## config.mk

```make
export PLATFORM = sky130hd
export DESIGN_NAME = seg_scan_capture
export DESIGN_NICKNAME = d
export VERILOG_FILES = /design/src/rtl/seg_scan_capture.sv
export SDC_FILE = /design/constraint.sdc
export NUM_CORES = 1
export LEC_CHECK = 0
export ABC_AREA = 1
export CAP_MARGIN = 20
export CORE_UTILIZATION = 57
export CTS_CLUSTER_DIAMETER = 80
export CTS_CLUSTER_SIZE = 14
export DETAILED_ROUTE_END_ITERATION = 10
export PLACE_DENSITY = 0.82
export SLEW_MARGIN = 20
export SYNTH_ARGS = -nofsm -noshare
export SYNTH_HDL_FRONTEND = slang
export SYNTH_SLANG_ARGS = --single-unit
```

## constraint.sdc

```tcl
create_clock -name clk -period 5.15 [get_ports clk]
set_input_delay 1.03 -clock clk [delete_from_list [all_inputs] [get_ports clk]]
set_output_delay 1.03 -clock clk [all_outputs]
set_load 0.05 [all_outputs]
```

## src/rtl/seg_scan_capture.sv

```systemverilog
// rtl/seg_scan_capture.sv - reconstructs per-digit values from a scanned 7-segment display bus
module seg_scan_capture #(
   parameter int NUM_DIGITS    = 8,
   parameter int STABLE_CYCLES = 4
) (
   input  logic                    clk,
   input  logic                    rst,
   input  logic [NUM_DIGITS-1:0]   digit_sel,
   input  logic [7:0]              seg_data,
   output logic                    digit_valid,
   output logic [2:0]              digit_idx,
   output logic [3:0]              digit_val,
   output logic [4*NUM_DIGITS-1:0] digits_out,
   output logic [NUM_DIGITS-1:0]   dp_out,
   output logic                    frame_valid,
   output logic                    frame_err,
   output logic [15:0]             frame_cnt
);

   typedef enum logic {S_TRACK, S_HELD} state_t;

   state_t                  r_state, w_state_next;
   logic [NUM_DIGITS-1:0]   r_sel;
   logic [7:0]              r_seg;
   logic [7:0]              r_cnt, w_cnt_next;
   logic [4*NUM_DIGITS-1:0] r_shadow, w_shadow_m;
   logic [NUM_DIGITS-1:0]   r_shadow_dp, w_dp_m;
   logic [NUM_DIGITS-1:0]   r_seen, w_seen_m;
   logic                    r_digit_valid, r_frame_valid, r_frame_err;
   logic [2:0]              r_digit_idx, w_idx;
   logic [3:0]              r_digit_val, w_dec;
   logic [4*NUM_DIGITS-1:0] r_digits_out;
   logic [NUM_DIGITS-1:0]   r_dp_out;
   logic [15:0]             r_frame_cnt;
   logic                    w_stable, w_capture, w_frame_done, w_any_err;

   assign w_stable = ({digit_sel, seg_data} == {r_sel, r_seg}) && $onehot(digit_sel);

   // Saturating so a long hold in HELD never wraps back onto STABLE_CYCLES.
   always_comb begin
      w_cnt_next = 8'd0;
      if (w_stable)
         w_cnt_next = (r_cnt == 8'hFF) ? r_cnt : r_cnt + 8'd1;
   end

   always_comb begin
      w_dec = 4'hE;
      case (seg_data[7:1])
         7'h7E: w_dec = 4'h0;
         7'h30: w_dec = 4'h1;
         7'h6D: w_dec = 4'h2;
         7'h79: w_dec = 4'h3;
         7'h33: w_dec = 4'h4;
         7'h5B: w_dec = 4'h5;
         7'h5F: w_dec = 4'h6;
         7'h70: w_dec = 4'h7;
         7'h7F: w_dec = 4'h8;
         7'h73: w_dec = 4'h9;
         7'h00: w_dec = 4'hF;
         default: w_dec = 4'hE;
      endcase
   end

   always_comb begin
      w_state_next = r_state;
      w_capture    = 1'b0;
      case (r_state)
         S_TRACK: begin
            if (w_stable && (w_cnt_next == 8'(STABLE_CYCLES))) begin
               w_capture    = 1'b1;
               w_state_next = S_HELD;
            end
         end
         S_HELD: begin
            if (!w_stable)
               w_state_next = S_TRACK;
         end
         default: w_state_next = S_TRACK;
      endcase
   end

   // Shadow contents with the current digit merged in, so a completing capture
   // publishes its own nibble on the same edge.
   always_comb begin
      w_idx      = 3'd0;
      w_shadow_m = r_shadow;
      w_dp_m     = r_shadow_dp;
      for (int i = 0; i < NUM_DIGITS; i++) begin
         if (digit_sel[i]) begin
            w_idx              = 3'(i);
            w_shadow_m[4*i +: 4] = w_dec;
            w_dp_m[i]          = seg_data[0];
         end
      end
      w_seen_m     = r_seen | digit_sel;
      w_frame_done = w_capture && (&w_seen_m);
      w_any_err    = 1'b0;
      for (int i = 0; i < NUM_DIGITS; i++)
         if (w_shadow_m[4*i +: 4] == 4'hE)
            w_any_err = 1'b1;
   end

   always_ff @(posedge clk or posedge rst) begin
      if (rst) begin
         r_state       <= S_TRACK;
         r_sel         <= '0;
         r_seg         <= 8'd0;
         r_cnt         <= 8'd0;
         r_shadow      <= '1;
         r_shadow_dp   <= '0;
         r_seen        <= '0;
         r_digit_valid <= 1'b0;
         r_digit_idx   <= 3'd0;
         r_digit_val   <= 4'd0;
         r_frame_valid <= 1'b0;
         r_frame_err   <= 1'b0;
         r_frame_cnt   <= 16'd0;
         r_digits_out  <= '1;
         r_dp_out      <= '0;
      end else begin
         r_state       <= w_state_next;
         r_sel         <= digit_sel;
         r_seg         <= seg_data;
         r_cnt         <= w_cnt_next;
         r_digit_valid <= w_capture;
         r_frame_valid <= w_frame_done;
         if (w_capture) begin
            r_digit_idx <= w_idx;
            r_digit_val <= w_dec;
            r_shadow    <= w_shadow_m;
            r_shadow_dp <= w_dp_m;
            r_seen      <= w_frame_done ? '0 : w_seen_m;
         end
         if (w_frame_done) begin
            r_digits_out <= w_shadow_m;
            r_dp_out     <= w_dp_m;
            r_frame_err  <= w_any_err;
            r_frame_cnt  <= r_frame_cnt + 16'd1;
         end
      end
   end

   assign digit_valid = r_digit_valid;
   assign digit_idx   = r_digit_idx;
   assign digit_val   = r_digit_val;
   assign digits_out  = r_digits_out;
   assign dp_out      = r_dp_out;
   assign frame_valid = r_frame_valid;
   assign frame_err   = r_frame_err;
   assign frame_cnt   = r_frame_cnt;

endmodule

```

==> results.sh <==
export IMPL_fin_crit_ns=4.90
export IMPL_gp_congestion=0.885
export IMPL_ys_ff_latch=139
export IMPL_grt_use_total_pct=28.0
export IMPL_synth_nets=953
export IMPL_clk_pin_slew_ns=0.06
export IMPL_cts_setup_buffers=0
export IMPL_grt_pass1_wl_um=28800
export IMPL_setup_violations_final=0
export IMPL_avgRoutedWirePerCell_um=14.5
export IMPL_final_common_cell="nand2_1"
export IMPL_cts_made_buffers=17
export IMPL_area_growth_pct=23.1
export IMPL_reg2reg_from="r_cnt[0]"
export IMPL_status="complete, no violations"
export IMPL_critPathCaptureType="flip-flop"
export IMPL_drt_iter0_drc=520
export IMPL_cts_hold_buf=0
export IMPL_irDropWorstVdd_uv=215
export IMPL_rrSetupSlack_ns=2.75
export IMPL_slew_violations=0
export IMPL_antenna_found_initial=0
export IMPL_hold_depth=2
export IMPL_syn_inst=926
export IMPL_max_slew_margin_pct=31.1
export IMPL_drive_gt1_share_pct=20.9
export IMPL_cap_violations=0
export IMPL_seqCellArea_um2=3560
export IMPL_powerDensity_nw_per_um2=266
export IMPL_h_tree_depth=4
export IMPL_clk_latency_ns=0.43
export IMPL_most_common_layout_cells="278 x nand2_1, 99 x nor2_1, 83 x clkdlybuf4s50_1"
export IMPL_cp_data_required_time_ns=5.46
export IMPL_syn_area_um2=7400
export IMPL_multi_input_area_um2=3300
export IMPL_fmax_mhz=204
export IMPL_vias=6472
export IMPL_utilization_pct=72.2
export IMPL_holdWs_ns=0.472
export IMPL_cts_sinks=139
export IMPL_worst_slew_pin_slew_ns=1.03
export IMPL_synth_top_area_share_pct=25.4
export IMPL_path_class="in2reg"
export IMPL_p_leak_nw=4.24
export IMPL_drc=0
export IMPL_tritoncts="yes"
export IMPL_grt_max_degree=98
export IMPL_cts_buffer_depth=2
export IMPL_r2r_end="frame_cnt[7]"
export IMPL_overflow=0
export IMPL_avgSynthCellArea_um2=7.99
export IMPL_synthArstFlopShare_pct=100
export IMPL_cts_root_buf="clkbuf_16"
export IMPL_firstDrtPassIters=5
export IMPL_dieArea_um2=13400
export IMPL_wl_um=17600
export IMPL_finalHoldViolCount=0
export IMPL_rsz0062_at_grt="no"
export IMPL_start_util_pct=58.6
export IMPL_seq_area_frac_synth_pct=48.1
export IMPL_ff2ff_path_depth=13
export IMPL_yosysWarnings=0
export IMPL_final_antenna_net_count=0
export IMPL_core_area_um2=12600
export IMPL_portBuffers=83
export IMPL_dpl_hpwl_um=12100
export IMPL_io_pins=84
export IMPL_fp_dieW_um=116
export IMPL_ys_flop_type="dfrtp_1"
export IMPL_finalCritPeriodShare_pct=95.2
export IMPL_synth_edf_count=0
export IMPL_grt_pass1_vias=6033
export IMPL_finalSetupTns_ns=0
export IMPL_final_nets=1057
export IMPL_hold_end="r_shadow[13]"
export IMPL_synth_cell_type_count=42
export IMPL_cp_start_kind="input port"
export IMPL_skew_ns=0.00505
export IMPL_nFillCells=975
export IMPL_hold_path_class="reg2reg"
export IMPL_diodes=0
export IMPL_post_cts_resized=0
export IMPL_yosys_area_top_type="dfrtp_1"
export IMPL_min_from="r_shadow[13]"
export IMPL_worstPathMaxFanout=15
export IMPL_die_h_um=116
export IMPL_rows=41
export IMPL_crit_arrival_ns=5.22
export IMPL_vias_per_cell=5.33
export IMPL_ys_top_cells_by_area="dfrtp_1 25%, dfstp_2 23%, nand2_1 14%"
per-layer routing:
layer  global-route usage (%)  up-vias  routed length [µm]
met1                     38.3     3069                7860
met5                        0        -                   0
li1                         -     3171                   -
met2                     44.8      212                8480
met4                     9.74        0                 251
met3                     5.49       20                1060
cell type report:
class	instances	area share, %
repair buffers	116	12.6
multi-input cells	665	36.3
clock buffers	21	5.05
clock inverters	11	0.755
inverters	91	3.86
flip-flops and latches	139	39.1
well taps	172	2.36
cell usage after synthesis (2+ instances only):
library cell  count
nor2_2            4
o21ai_1          29
nor2_4            4
inv_2             9
ha_1              5
nor3_2            2
a31oi_1           4
buf_2            10
nor2_1          101
buf_6             9
nand3_2           3
fa_1              4
or2_2            26
o22ai_1           2
o21ai_0          52
nand3_1          56
clkbuf_1          7
nand4_1          11
dfrtp_1          75
buf_4             4
nand2_1         278
nor3_1           15
inv_1            80
dfstp_2          64
a21oi_1           9
xnor2_1           8
o21ai_2          31
nor4_1            3
xor2_1            6
nand2_2           3
worst max path at each step:
stage                     slack [ns]  depth (start not counted)         start      endpoint
after floorplan                 0.26                         21  digit_sel[0]  frame_cnt[5]
after global placement         -0.16                         22  digit_sel[3]  frame_cnt[1]
after detailed placement       -0.24                         22  digit_sel[3]  frame_cnt[1]
after CTS                       0.21                         22  digit_sel[3]  frame_cnt[1]
after global routing           0.003                         21  digit_sel[3]  frame_cnt[2]
final                           0.25                         21  digit_sel[3]  frame_cnt[7]
state kept, by name, summed over array words and instances, names as in the netlist, 3 cells and up:
register	flops
digits_out	32
r_shadow	32
frame_cnt	16
dp_out	8
r_cnt	8
r_seen	8
r_seg	8
r_sel	8
r_shadow_dp	8
digit_val	4
digit_idx	3
where the power goes:
| part | switching [mW] | leakage, nW | internal, mW | total [mW] |
|---|---|---|---|---|
| sequential | 0.00362 | 1.65 | 1.10 | 1.11 |
| combinational | 0.150 | 2.32 | 0.0746 | 0.224 |
| clock | 0.459 | 0.271 | 0.637 | 1.10 |
| total | 0.613 | 4.24 | 1.81 | 2.43 |
through the flow:
| step | power (mW) | cells | cell area, µm² | setup WS (ns) |
|---|---|---|---|---|
| finish | 2.43 | 1215 | 9110 | 0.245 |
| global route | 2.51 | 1215 | 9110 | 0.00335 |
| CTS | 2.44 | 1214 | 9060 | 0.212 |
| detailed placement | 1.34 | 1182 | 8530 | -0.243 |
| global placement | 1.34 | 1182 | 8530 | -0.157 |
| floorplan | 1.27 | 926 | 7400 | 0.262 |
kinds of logic (layout without fill, tap and decap cells):
logic type | Yosys count | after routing | share of synthesized area, %
simple gates | 511 | 511 | 30.1
flops | 139 | 139 | 48.1
compound gates | 131 | 131 | 10.7
buf+inv | 122 | 239 | 7.52
xor+xnor | 14 | 14 | 1.66
fa+ha+maj | 9 | 9 | 1.93
critical path: stages:
cell	delay (ns)
clkdlybuf4s50_1	0.53
inv_1	0.10
fa_1	0.45
fa_1	0.51
fa_1	0.40
inv_1	0.07
ha_1	0.16
inv_1	0.06
fa_1	0.48
nand2_1	0.09
a21oi_1	0.13
nand3_1	0.10
nor2_2	0.11
nand3_2	0.10
inv_1	0.08
nand4_1	0.13
nor2_4	0.19
nand2_4	0.12
buf_6	0.17
o21ai_0	0.14
nand2_1	0.07
Power figures use the tool's default switching activity.
